File: src/rtl/id_ex_pipeline_reg_pkg.sv
// Shared pipeline-register definitions: control bundle, bubble encoding and the
// hold/bubble/capture selection reused by every stage register.
package id_ex_pipeline_reg_pkg;

  localparam int unsigned DATA_W_DEF  = 32;
  localparam int unsigned ADDR_W_DEF  = 5;
  localparam int unsigned ALUOP_W_DEF = 2;
  localparam int unsigned CNT_W_DEF   = 16;
  localparam int unsigned CTRL_W      = 6 + ALUOP_W_DEF;

  typedef struct packed {
    logic                   regWrite;
    logic                   memtoReg;
    logic                   memRead;
    logic                   memWrite;
    logic                   aluSrc;
    logic                   regDst;
    logic [ALUOP_W_DEF-1:0] aluOp;
  } ctrl_t;

  // A bubble has every control bit low, so it can never write state or start a load.
  localparam ctrl_t BUBBLE_CTRL = '0;

  typedef enum logic [1:0] {
    LOAD_HOLD,
    LOAD_BUBBLE,
    LOAD_CAPTURE
  } load_e;

  // A global freeze outranks everything; stall and flush both collapse to one bubble.
  function automatic load_e pipeLoadSel(input logic memStall,
                                        input logic stall,
                                        input logic flush);
    load_e sel;
    if (memStall)
      sel = LOAD_HOLD;
    else if (stall || flush)
      sel = LOAD_BUBBLE;
    else
      sel = LOAD_CAPTURE;
    return sel;
  endfunction

  function automatic ctrl_t pipeCtrlNext(input load_e sel,
                                         input ctrl_t cur,
                                         input ctrl_t nxt);
    ctrl_t res;
    unique case (sel)
      LOAD_HOLD:    res = cur;
      LOAD_BUBBLE:  res = BUBBLE_CTRL;
      LOAD_CAPTURE: res = nxt;
      default:      res = BUBBLE_CTRL;
    endcase
    return res;
  endfunction

  function automatic logic pipeValidNext(input load_e sel, input logic cur);
    logic res;
    unique case (sel)
      LOAD_HOLD:    res = cur;
      LOAD_BUBBLE:  res = 1'b0;
      LOAD_CAPTURE: res = 1'b1;
      default:      res = 1'b0;
    endcase
    return res;
  endfunction

endpackage

File: src/rtl/id_ex_pipeline_reg_sat_counter.sv
// Saturating up-counter with asynchronous active-high reset; sticks at all-ones.
module sat_counter
  import id_ex_pipeline_reg_pkg::*;
#(
  parameter int unsigned W = CNT_W_DEF
) (
  input  logic         clk_i,
  input  logic         rst_i,
  input  logic         inc_i,
  output logic [W-1:0] cnt_o
);

  always_ff @(posedge clk_i or posedge rst_i) begin
    if (rst_i)
      cnt_o <= '0;
    else if (inc_i && (cnt_o != '1))
      cnt_o <= cnt_o + W'(1);
  end

endmodule

File: src/rtl/id_ex_pipeline_reg.sv
// ID/EX pipeline register: captures decoded control and operands, inserts bubbles on
// hazard stall or flush, freezes on memory stall, and counts inserted bubbles.
module id_ex_pipeline_reg
  import id_ex_pipeline_reg_pkg::*;
#(
  parameter int unsigned DATA_W  = DATA_W_DEF,
  parameter int unsigned ADDR_W  = ADDR_W_DEF,
  parameter int unsigned ALUOP_W = ALUOP_W_DEF,
  parameter int unsigned CNT_W   = CNT_W_DEF
) (
  input  logic               clk_i,
  input  logic               rst_i,
  input  logic               stall_i,
  input  logic               flush_i,
  input  logic               mem_stall_i,
  input  logic               RegWrite_i,
  input  logic               MemtoReg_i,
  input  logic               MemRead_i,
  input  logic               MemWrite_i,
  input  logic               ALUSrc_i,
  input  logic               RegDst_i,
  input  logic [ALUOP_W-1:0] ALUOp_i,
  input  logic [DATA_W-1:0]  RsData_i,
  input  logic [DATA_W-1:0]  RtData_i,
  input  logic [DATA_W-1:0]  Imm_i,
  input  logic [ADDR_W-1:0]  RsAddr_i,
  input  logic [ADDR_W-1:0]  RtAddr_i,
  input  logic [ADDR_W-1:0]  RdAddr_i,
  output logic               RegWrite_o,
  output logic               MemtoReg_o,
  output logic               MemRead_o,
  output logic               MemWrite_o,
  output logic               ALUSrc_o,
  output logic               RegDst_o,
  output logic [ALUOP_W-1:0] ALUOp_o,
  output logic [DATA_W-1:0]  RsData_o,
  output logic [DATA_W-1:0]  RtData_o,
  output logic [DATA_W-1:0]  Imm_o,
  output logic [ADDR_W-1:0]  RsAddr_o,
  output logic [ADDR_W-1:0]  RtAddr_o,
  output logic [ADDR_W-1:0]  RdAddr_o,
  output logic               valid_o,
  output logic [CNT_W-1:0]   bubble_cnt_o
);

  load_e loadSel;
  ctrl_t ctrlIn;
  ctrl_t ctrlQ;
  logic  validQ;

  always_comb begin
    ctrlIn          = BUBBLE_CTRL;
    ctrlIn.regWrite = RegWrite_i;
    ctrlIn.memtoReg = MemtoReg_i;
    ctrlIn.memRead  = MemRead_i;
    ctrlIn.memWrite = MemWrite_i;
    ctrlIn.aluSrc   = ALUSrc_i;
    ctrlIn.regDst   = RegDst_i;
    ctrlIn.aluOp    = ALUOp_i;
  end

  assign loadSel = pipeLoadSel(mem_stall_i, stall_i, flush_i);

  always_ff @(posedge clk_i or posedge rst_i) begin
    if (rst_i) begin
      ctrlQ  <= BUBBLE_CTRL;
      validQ <= 1'b0;
    end else begin
      ctrlQ  <= pipeCtrlNext(loadSel, ctrlQ, ctrlIn);
      validQ <= pipeValidNext(loadSel, validQ);
    end
  end

  // Operands follow the inputs on bubbles too, keeping forwarding compares deterministic.
  always_ff @(posedge clk_i or posedge rst_i) begin
    if (rst_i) begin
      RsData_o <= '0;
      RtData_o <= '0;
      Imm_o    <= '0;
      RsAddr_o <= '0;
      RtAddr_o <= '0;
      RdAddr_o <= '0;
    end else if (loadSel != LOAD_HOLD) begin
      RsData_o <= RsData_i;
      RtData_o <= RtData_i;
      Imm_o    <= Imm_i;
      RsAddr_o <= RsAddr_i;
      RtAddr_o <= RtAddr_i;
      RdAddr_o <= RdAddr_i;
    end
  end

  assign RegWrite_o = ctrlQ.regWrite;
  assign MemtoReg_o = ctrlQ.memtoReg;
  assign MemRead_o  = ctrlQ.memRead;
  assign MemWrite_o = ctrlQ.memWrite;
  assign ALUSrc_o   = ctrlQ.aluSrc;
  assign RegDst_o   = ctrlQ.regDst;
  assign ALUOp_o    = ctrlQ.aluOp;
  assign valid_o    = validQ;

  sat_counter #(
    .W(CNT_W)
  ) u_bubbleCnt (
    .clk_i (clk_i),
    .rst_i (rst_i),
    .inc_i (loadSel == LOAD_BUBBLE),
    .cnt_o (bubble_cnt_o)
  );

endmodule

File: config.mk
export PLATFORM = sky130hd
export DESIGN_NAME = id_ex_pipeline_reg
export DESIGN_NICKNAME = d
export VERILOG_FILES = /design/src/rtl/id_ex_pipeline_reg_pkg.sv /design/src/rtl/id_ex_pipeline_reg_sat_counter.sv /design/src/rtl/id_ex_pipeline_reg.sv
export SDC_FILE = /design/constraint.sdc
export NUM_CORES = 1
export LEC_CHECK = 0
export ABC_AREA = 1
export CORE_MARGIN = 2
export CORE_UTILIZATION = 37
export DETAILED_ROUTE_END_ITERATION = 6
export GPL_TIMING_DRIVEN = 0
export PLACE_DENSITY = 0.76
export SYNTH_ARGS = -nofsm -noshare
export SYNTH_HDL_FRONTEND = slang
export SYNTH_HIERARCHICAL = 1
export SYNTH_SLANG_ARGS = --single-unit
File: constraint.sdc
create_clock -name clk_i -period 4.8 [get_ports clk_i]
set_clock_uncertainty 0.1 [all_clocks]
set_input_delay 1.44 -clock clk_i [delete_from_list [all_inputs] [get_ports clk_i]]
set_output_delay 1.44 -clock clk_i [all_outputs]
set_load 0.1 [all_outputs]
Yosys cells after proc, flatten, opt, wreduce, memory -nomap -nowiden. Index checks and enable logic that the tools add are counted. W data, S select, Z words.

Register bits after elaboration: 136. Input bits: 124. Output and inout bits: 136.

$add $sub $neg: 1. Equality and inequality tests: 3. Multiplexer cells: 4. Reductions and logical operators: 4.

Operators with widths (number): $add A16 B1 Y16 const B (1); $ne A16 B16 Y1 const B (1); $pmux W8 S2 (1); $mux W2 (2); $eq A2 B1 Y1 const B (1); $eq A2 B2 Y1 const B (1); $logic_not A2 Y1 (1); $pmux W1 S2 (1); $reduce_bool A2 Y1 (1); $logic_and A1 B1 Y1 (1); $logic_or A1 B1 Y1 (1).

Longest topological paths before layout. Gate-level depths: netlist of run 1.

Depth after elaboration: 5. Depth in mapped cells: 10. Gate-level depth less buffers: 10.

Modules after synthesis. Netlist of run 1, hierarchy kept.

Modules (own cells, without submodules): id_ex_pipeline_reg (instances 1, cells each 509, area each 4529.3 um^2, seq. area each 3002.9 um^2); sat_counter (instances 1, cells each 150, area each 1069.8 um^2, seq. area each 400.4 um^2).

Worst setup path after synthesis of run 1. Ideal clock, no wire load.

Kind: input to register. Start: input mem_stall_i. End: register u_bubbleCnt.cnt_o[13]. Library setup time: 114 ps. Arrival: 2394 ps. Data required time: 4586 ps. Setup slack: 2192 ps. Cell stages on the path: 9. Cells stage by stage: buf_2 > nor2_1 > inv_1 > nor2_1 > nand2_1 > nor2_1 > nand3_1 > nand2_1 > inv_1.

Word-level cells in the longest chain between the ends: 3.

Ends and longest elaborated chain: from (decl) (line id_ex_pipeline_reg.sv:15) `input logic mem_stall_i,`; $mux W2 (line id_ex_pipeline_reg_pkg.sv:35) `if (memStall)`; $eq A2 B1 Y1 (line id_ex_pipeline_reg.sv:107) `.inc_i (loadSel == LOAD_BUBBLE),`; $logic_and A1 B1 Y1 (line id_ex_pipeline_reg_sat_counter.sv:16) `else if (inc_i && (cnt_o != '1))`; to (signal assigned) (line id_ex_pipeline_reg_sat_counter.sv:17) `cnt_o <= cnt_o + W'(1);`; to (decl) (line id_ex_pipeline_reg_sat_counter.sv:10) `output logic [W-1:0] cnt_o`.

Every way passes these cells. A chain may end at the register's enable or synchronous reset.

Worst setup path after layout of run 1.
Start: register u_bubbleCnt.cnt_o[0]. End: output bubble_cnt_o[0].

RTL lines: to (decl) (line id_ex_pipeline_reg.sv:43) `output logic [CNT_W-1:0] bubble_cnt_o`.

No word-level cell between the ends.

==> results.sh, run 1 <==
export IMPL_status="finished, final reports clean"
export IMPL_path_clk_slew_ns=0.06
export IMPL_initial_core_util_pct=38.2
export IMPL_row_count=44
export IMPL_crit_start="u_bubbleCnt/cnt_o[0]"
export IMPL_crit_slowest_cell="clkdlybuf4s50_1"
export IMPL_relSlewSlack_pct=27.1
export IMPL_yosysWarnings=6
export IMPL_grt_ovfl_total=0
export IMPL_p_per_area_nw_per_um2=461
export IMPL_syn_to_final_growth_pct=62.2
export IMPL_wl_per_cell_um=15.3
export IMPL_drive_gt1_share_pct=8.42
export IMPL_dr_first_iter_drc_count=343
export IMPL_synth_edff_count=0
export IMPL_r2r_end="u_bubbleCnt/cnt_o[14]"
export IMPL_cts_root_buf="clkbuf_16"
export IMPL_cellLeakagePower_nw=4.39
export IMPL_final_nets=1063
export IMPL_ys_flop_type="dfrtp_1"
export IMPL_postRouteAntennaNets=0
export IMPL_vias=5268
export IMPL_period_minus_slack_ns=3.62
export IMPL_postCtsResizedCells=0
export IMPL_ctsHoldBuffers=0
export IMPL_cts_made_buffers=17
export IMPL_fin_cells=1135
export IMPL_io_pin_count=260
export IMPL_crit_fanout=8
export IMPL_fin_area_um2=9080
export IMPL_crit_chain="clkdlybuf4s50_1"
export IMPL_irDropWorstVdd_uv=284
export IMPL_critPathKind="register to output pin"
export IMPL_syn_cell_area_um2=5600
export IMPL_finalCritPeriodShare_pct=75.4
export IMPL_grt_start_max_net_pins=70
export IMPL_vias_per_cell=4.64
export IMPL_synth_common_cells="nand2_1 (407), dfrtp_1 (136), nand3_1 (17), nor2_1 (17), inv_1 (16)"
export IMPL_setup_worst_path_end="bubble_cnt_o[0]"
export IMPL_hpwl_um=12900
export IMPL_finalSetupTns_ns=0
export IMPL_finalSetupViolations=0
export IMPL_drt_pre_antenna_iters=5
export IMPL_synth_top_area_cell="dfrtp_1"
export IMPL_port_buffers=259
export IMPL_cts_setup_buffers=0
export IMPL_cts_sinks=136
export IMPL_ys_async_sr_fraction_pct=100
export IMPL_rsz0062_at_grt="no"
export IMPL_cts_tree="built"
export IMPL_worstHoldPathType="register to register"
export IMPL_synth_seq_cells=136
export IMPL_r2r_start="u_bubbleCnt/cnt_o[0]"
export IMPL_synth_most_common_cell="nand2_1"
export IMPL_drt_total_wl_um=17400
export IMPL_clk_latency_ns=0.42
export IMPL_fmax_mhz=276
export IMPL_crit_path_max_incr_delay_ns=1.19
export IMPL_clk_path_buf_depth=2
export IMPL_crit_path_start_kind="register"
export IMPL_place_area_um2=8450
export IMPL_h_tree_depth=4
export IMPL_critical_path_buf_inv_count=1
export IMPL_num_fill_cells=1243
export IMPL_die_h_um=127
export IMPL_synthTopCellsByArea="dfrtp_1 (61%), nand2_1 (27%), nand3_1 (1.5%)"
export IMPL_syn_avg_cell_area_um2=8.50
export IMPL_place_inst=1103
export IMPL_ys_types=20
export IMPL_end_kind="output pin"
export IMPL_hold_viol=0
export IMPL_hold_slack_ns=0.373
export IMPL_drc=0
export IMPL_cpLargestDelayFamily="buffers and inverters"
export IMPL_synth_top_cell_area_share_pct=60.8
export IMPL_r2r_cells=8
export IMPL_arrival_ns=2.08
export IMPL_dieArea_um2=16100
export IMPL_cap_violations=0
export IMPL_synth_seq_area_share_pct=60.8
export IMPL_synth_nets=784
export IMPL_antenna_found_initial=1
export IMPL_final_max_slew_violation_count=0
export IMPL_worst_slack_ns=1.18
export IMPL_post_place_ws_ns=1.43
export IMPL_grt_first_pass_wirelength_um=27800
export IMPL_syn_inst=659
export IMPL_r2r_setup_slack_ns=3.05
export IMPL_die_w_um=127
export IMPL_core_um2=14600
export IMPL_gr_usage_all_layers_pct=22.2
export IMPL_required_ns=3.26
export IMPL_routabilityCongestion=0.846
export IMPL_grt_pass1_vias=5256
export IMPL_path_depth=1
export IMPL_tightest_slew_ns=1.09
==> placed cells by master, fill, tap and decap left out, types with 3 or more instances in the layout <==
cell type / instances
clkbuf_8: 4
clkbuf_16: 17
inv_1: 15
clkinvlp_4: 4
nand4_1: 5
buf_4: 10
nor2_2: 4
nand2_1: 407
nor2_4: 5
buf_2: 13
nor2_1: 17
o21ai_2: 6
clkbuf_1: 3
dfrtp_1: 136
clkdlybuf4s50_1: 259
nand3_1: 17
bufinv_16: 3
nand2_2: 6
o21ai_1: 4
==> logic make-up (layout without fill, tap and decap cells) <==
| family | Yosys count | in the layout | synth area share [%] |
|---|---|---|---|
| fa+ha+maj | 1 | 1 | 0.223 |
| other cells | 0 | 1 | 0 |
| xor+xnor | 4 | 4 | 0.626 |
| compound gates | 10 | 10 | 1.30 |
| buf+inv | 45 | 336 | 4.18 |
| flops | 136 | 136 | 60.8 |
| simple gates | 463 | 463 | 32.9 |
==> worst register-to-register path, stage by stage, from the launching register on <==
cell     delay (ns)
dfrtp_1        0.47
ha_1           0.32
nand3_1        0.15
nor2_1         0.20
nand3_1        0.11
nor2_1         0.14
nand2_1        0.06
nand2_1        0.06
nand2_1        0.05
==> routing by layer <==
metal | GRT usage (%) | wire length (um) | vias up
met1 | 26.3 | 6870 | 2470
li1 | - | - | 2569
met4 | 8.60 | 484 | 0
met5 | 0 | 0 | -
met3 | 7.79 | 1570 | 28
met2 | 37.3 | 8500 | 201
==> power breakdown <==
part           total [W]  leakage, nW  switching, W  internal, W
combinational    0.00147         2.42       0.00110     0.000361
sequential       0.00135         1.68     0.0000880      0.00126
clock            0.00137        0.294      0.000498     0.000871
total            0.00418         4.39       0.00169      0.00249
==> stage by stage <==
step	util [%]	total power, W
floorplan	-	0.00241
global placement	57.5	0.00282
detailed placement	57.7	0.00284
CTS	62.0	0.00421
global route	62.0	0.00434
finish	62.0	0.00418
==> area by class of cell <==
type | instances | area (um^2) | area share (%)
antenna | 1 | 2.50 | 0.0276
buffer | 27 | 166 | 1.83
clock buffer | 21 | 480 | 5.29
clock inverter | 10 | 143 | 1.57
inverter | 18 | 72.6 | 0.799
multi-input combinational | 478 | 1960 | 21.6
sequential | 136 | 3400 | 37.5
tap | 184 | 230 | 2.54
timing repair buffer | 260 | 2620 | 28.9
==> how the worst min path moves through the flow <==
stage / from / depth (start not counted) / end
floorplan: Imm_o[27] / 2 / Imm_o[27]
global placement: RtData_o[16] / 2 / RtData_o[16]
detailed placement: RsData_o[6] / 2 / RsData_o[6]
CTS: RtData_o[0] / 2 / RtData_o[0]
global route: RtData_o[30] / 2 / RtData_o[30]
finish: RsData_o[6] / 2 / RsData_o[6]
==> registers in the layout, summed over array words and instances, names as in the netlist, 2 cells and up <==
name,cells
RtData_o,32
u_bubbleCnt/cnt_o,16
RdAddr_o,5
ALUOp_o,2
RtAddr_o,5
RsAddr_o,5
Imm_o,32
RsData_o,32
No activity file was read; power rests on OpenSTA's default activity.
==> run 2, diff against run 1 <==
CORE_UTILIZATION = 41   (was 37)
PLACE_DENSITY = 0.8   (was 0.76)
clock period = 3.4 ns   (was 4.8 ns; I/O delays follow)
==> results.sh, run 2 (synthesis gave the netlist of run 1 again) <==
export IMPL_gr_usage_all_layers_pct=25.0
export IMPL_p_total_w=0.00576
export IMPL_layout_common_cells="nand2_1 (407), clkdlybuf4s50_1 (259), dfrtp_1 (136)"
export IMPL_place_area_um2=8480
export IMPL_port_buffers=259
export IMPL_cap_violations=0
export IMPL_cellLeakagePower_nw=4.38
export IMPL_cpLargestDelayFamily="buffers and inverters"
export IMPL_cts_setup_buffers=0
export IMPL_hold_viol=0
export IMPL_p_per_area_nw_per_um2=637
export IMPL_core_um2=13300
export IMPL_fin_area_um2=9050
export IMPL_worstHoldPathType="register to register"
export IMPL_row_count=42
export IMPL_routabilityCongestion=0.836
export IMPL_dieArea_um2=14600
export IMPL_finalCritPeriodShare_pct=94.9
export IMPL_p_int_w=0.00335
export IMPL_vias=5303
export IMPL_vias_per_cell=4.69
export IMPL_drive_gt1_share_pct=8.60
export IMPL_antenna_found_initial=1
export IMPL_p_sw_share_pct=42.0
export IMPL_r2r_start="u_bubbleCnt/cnt_o[0]"
export IMPL_worstHoldStart="RtData_o[6]"
export IMPL_rsz0062_at_grt="no"
export IMPL_io_pin_count=260
export IMPL_clk_path_buf_depth=2
export IMPL_drt_pre_antenna_iters=4
export IMPL_crit_chain="clkdlybuf4s50_1"
export IMPL_postRouteAntennaNets=0
export IMPL_fmax_mhz=310
export IMPL_final_max_slew_violation_count=0
export IMPL_p_switching_w=0.00242
export IMPL_irDropWorstVdd_uv=451
export IMPL_mostFrequentLayoutCell="nand2_1"
export IMPL_drt_total_wl_um=17700
export IMPL_die_h_um=121
export IMPL_clk_latency_ns=0.42
export IMPL_required_ns=2.28
export IMPL_hpwl_um=13200
export IMPL_postCtsResizedCells=0
export IMPL_die_w_um=121
export IMPL_power_frac_clock_pct=31.0
export IMPL_cts_made_buffers=17
export IMPL_crit_path_max_incr_delay_ns=1.20
export IMPL_syn_to_final_growth_pct=61.7
export IMPL_dr_first_iter_drc_count=351
export IMPL_grt_first_pass_wirelength_um=27700
export IMPL_seqPwrFrac_pct=33.0
export IMPL_grt_ovfl_total=0
export IMPL_grt_pass1_vias=5218
export IMPL_h_tree_depth=4
export IMPL_final_nets=1065
export IMPL_worst_slack_ns=0.172
export IMPL_tightest_slew_ns=1.09
export IMPL_cts_root_buf="clkbuf_16"
export IMPL_critical_path_buf_inv_count=1
export IMPL_reg_largest_list="Imm_o: 32 flops, RsData_o: 32 flops, RtData_o: 32 flops"
export IMPL_crit_path_start_kind="register"
export IMPL_status="finished, final reports clean"
export IMPL_drc=0
export IMPL_grt_start_max_net_pins=42
export IMPL_p_comb_share_pct=36.0
export IMPL_finalSetupViolations=0
export IMPL_relSlewSlack_pct=27.3
export IMPL_wl_per_cell_um=15.7
export IMPL_arrival_ns=2.11
export IMPL_ctsHoldBuffers=0
export IMPL_path_clk_slew_ns=0.06
export IMPL_cts_tree="built"
export IMPL_end_kind="output pin"
export IMPL_period_minus_slack_ns=3.23
export IMPL_crit_fanout=8
export IMPL_cts_sinks=136
export IMPL_initial_core_util_pct=42.1
export IMPL_utilization_pct=68.1
export IMPL_crit_start="u_bubbleCnt/cnt_o[0]"
export IMPL_hold_slack_ns=0.372
export IMPL_crit_slowest_cell="clkdlybuf4s50_1"
export IMPL_critPathKind="register to output pin"
export IMPL_post_place_ws_ns=0.526
-- run 2: changes by cell type in the layout (fill, tap and decap cells not counted), sizes merged --
cell      delta
clkinv       +2
inv          +1
clkinvlp     +1
bufinv       -2
buf          +2
clkbuf       -1
-- run 2: metal layers --
layer | track usage (%) | share of wire, % | vias up
met5 | 0 | 0 | -
met4 | 12.2 | 3.7 | 0
met3 | 8.13 | 7.8 | 49
met2 | 42.3 | 50 | 186
met1 | 28.4 | 39 | 2502
li1 | - | - | 2566
-- run 2: worst paths after layout --
| check | end | slack, ns | depth (start not counted) |
|---|---|---|---|
| max | bubble_cnt_o[0] | 0.17 | 1 |
| min | RtData_o[6] | 0.37 | 2 |
| max reg2reg | u_bubbleCnt/cnt_o[0] | 1.64 | 9 |
| min reg2reg | RtData_o[6] | 0.37 | 2 |
| max in group asynchronous | RdAddr_o[3] | 1.43 | 4 |
| min in group asynchronous | RsData_o[16] | 0.95 | 2 |
-- run 2: worst reg2reg max path, delay by kind of cell, from the launching register on --
family | cells | cell delay (ns)
fa+ha+maj | 1 | 0.31
buf+inv | 2 | 0.23
flops | 1 | 0.49
simple gates | 6 | 0.53
-- run 2: cell type report --
class / instances / area (um^2)
Antenna cell: 1 / 2.50
Multi-Input combinational cell: 478 / 1960
Clock buffer: 20 / 457
Fill cell: 1083 / 4240
Inverter: 18 / 71.3
Sequential cell: 136 / 3400
Timing Repair Buffer: 262 / 2650
Clock inverter: 12 / 118
Buffer: 27 / 166
Tap cell: 176 / 220
-- run 2: per-stage QoR --
stage                     TNS [ns]  cells
after floorplan                  0    659
after global placement      -50.40   1094
after detailed placement         0   1097
after CTS                        0   1129
after global routing             0   1130
final                            0   1130
-- run 2: power by group through the flow --
| stage | sequential [W] | combinational (W) | clock (W) |
|---|---|---|---|
| after floorplan | 0.00310 | 0.000296 | 0 |
| after global placement | 0.00192 | 0.00206 | 0 |
| after detailed placement | 0.00193 | 0.00208 | 0 |
| after CTS | 0.00190 | 0.00208 | 0.00182 |
| after global routing | 0.00192 | 0.00216 | 0.00191 |
| final | 0.00190 | 0.00207 | 0.00179 |
==> run 3, diff against run 2 <==
CAP_MARGIN = 25   (was default)
==> results.sh, run 3 (synthesis gave the netlist of run 1 again) <==
export IMPL_rsz0062_at_grt="no"
export IMPL_die_h_um=121
export IMPL_cellLeakagePower_nw=4.40
export IMPL_arrival_ns=2.10
export IMPL_worst_slack_ns=0.180
export IMPL_crit_slowest_cell="clkdlybuf4s50_1"
export IMPL_core_um2=13300
export IMPL_worstHoldPathType="register to register"
export IMPL_io_pin_count=260
export IMPL_crit_path_max_incr_delay_ns=1.20
export IMPL_gr_usage_all_layers_pct=25.1
export IMPL_postCtsResizedCells=0
export IMPL_cts_sinks=136
export IMPL_cap_violations=0
export IMPL_cts_setup_buffers=0
export IMPL_finalCritPeriodShare_pct=94.7
export IMPL_routabilityCongestion=0.836
export IMPL_syn_to_final_growth_pct=62.3
export IMPL_required_ns=2.28
export IMPL_drc=0
export IMPL_final_max_slew_violation_count=0
export IMPL_hold_viol=0
export IMPL_grt_start_max_net_pins=42
export IMPL_grt_ovfl_total=0
export IMPL_finalSetupViolations=0
export IMPL_drt_pre_antenna_iters=7
export IMPL_vias_per_cell=4.67
export IMPL_cts_root_buf="clkbuf_16"
export IMPL_crit_fanout=8
export IMPL_tightest_slew_ns=1.08
export IMPL_crit_chain="clkdlybuf4s50_1"
export IMPL_port_buffers=259
export IMPL_dr_first_iter_drc_count=296
export IMPL_drt_total_wl_um=17900
export IMPL_vias=5282
export IMPL_ctsHoldBuffers=0
export IMPL_relSlewSlack_pct=27.7
export IMPL_hpwl_um=13200
export IMPL_final_nets=1065
export IMPL_worstHoldStart="Imm_o[28]"
export IMPL_period_minus_slack_ns=3.22
export IMPL_row_count=42
export IMPL_clk_latency_ns=0.41
export IMPL_layout_common_cells="nand2_1 (407), clkdlybuf4s50_1 (259), dfrtp_1 (136)"
export IMPL_cts_tree="built"
export IMPL_drive_gt1_share_pct=8.71
export IMPL_fmax_mhz=311
export IMPL_status="finished, final reports clean"
export IMPL_cts_made_buffers=17
export IMPL_critPathKind="register to output pin"
export IMPL_grt_pass1_vias=5237
export IMPL_hold_slack_ns=0.374
export IMPL_cpLargestDelayFamily="buffers and inverters"
export IMPL_critical_path_buf_inv_count=1
export IMPL_clk_path_buf_depth=2
export IMPL_reg_largest_list="Imm_o: 32 flops, RsData_o: 32 flops, RtData_o: 32 flops"
export IMPL_die_w_um=121
export IMPL_antenna_found_initial=1
export IMPL_crit_path_start_kind="register"
export IMPL_postRouteAntennaNets=0
export IMPL_wl_per_cell_um=15.8
export IMPL_end_kind="output pin"
export IMPL_p_per_area_nw_per_um2=644
export IMPL_dieArea_um2=14600
export IMPL_initial_core_util_pct=42.1
export IMPL_grt_first_pass_wirelength_um=27800
export IMPL_crit_start="u_bubbleCnt/cnt_o[0]"
export IMPL_path_clk_slew_ns=0.06
export IMPL_post_place_ws_ns=0.514
export IMPL_mostFrequentLayoutCell="nand2_1"
export IMPL_irDropWorstVdd_uv=456
export IMPL_r2r_start="u_bubbleCnt/cnt_o[0]"
export IMPL_h_tree_depth=4
run 3: cell count changes in the layout (fill, tap and decap cells not counted):
cell	before	now
bufinv_16	1	2
clkbuf_1	4	3
clkinvlp_4	5	4
clkbuf_8	2	3
run 3: area by class of cell:
| cell class | instances | area [um^2] |
|---|---|---|
| fill | 1066 | 4210 |
| sequential | 136 | 3400 |
| timing repair buffer | 262 | 2650 |
| multi-input combinational | 478 | 1960 |
| clock buffer | 20 | 467 |
| tap | 176 | 220 |
| buffer | 27 | 166 |
| clock inverter | 12 | 140 |
| inverter | 18 | 71.3 |
| antenna | 1 | 2.50 |
run 3: worst paths after layout:
check,to,slack [ns],cells after the start
max in group asynchronous,Imm_o[9],1.41,4
worst min register to register,Imm_o[28],0.37,2
worst max-delay path,bubble_cnt_o[0],0.18,1
worst min-delay path,Imm_o[28],0.37,2
worst max register to register,u_bubbleCnt/cnt_o[0],1.63,9
min in group asynchronous,RtData_o[29],0.96,2
run 3: per-stage QoR:
stage / area [um^2] / total power (W) / utilization (%) / setup TNS, ns / std cells
after global routing: 9080 / 0.00607 / 68.3 / 0 / 1130
final: 9080 / 0.00585 / 68.3 / 0 / 1130
after detailed placement: 8480 / 0.00401 / 63.7 / 0 / 1097
after CTS: 9080 / 0.00589 / 68.3 / 0 / 1129
after global placement: 8420 / 0.00398 / 63.3 / -50.40 / 1094
after floorplan: 5600 / 0.00340 / - / 0 / 659
run 3: where the power goes:
group | switching, W | leakage (nW) | internal (W) | total, W
clock | 0.000723 | 0.290 | 0.00115 | 0.00187
combinational | 0.00156 | 2.43 | 0.000513 | 0.00207
sequential | 0.000123 | 1.68 | 0.00178 | 0.00190
run 3: routing by layer:
metal	global-route usage, %	routed length (um)	vias up
met1	28.5	6820	2479
met2	42.7	8910	190
met5	0	0	-
li1	-	-	2568
met3	8.88	1510	45
met4	10.7	627	0
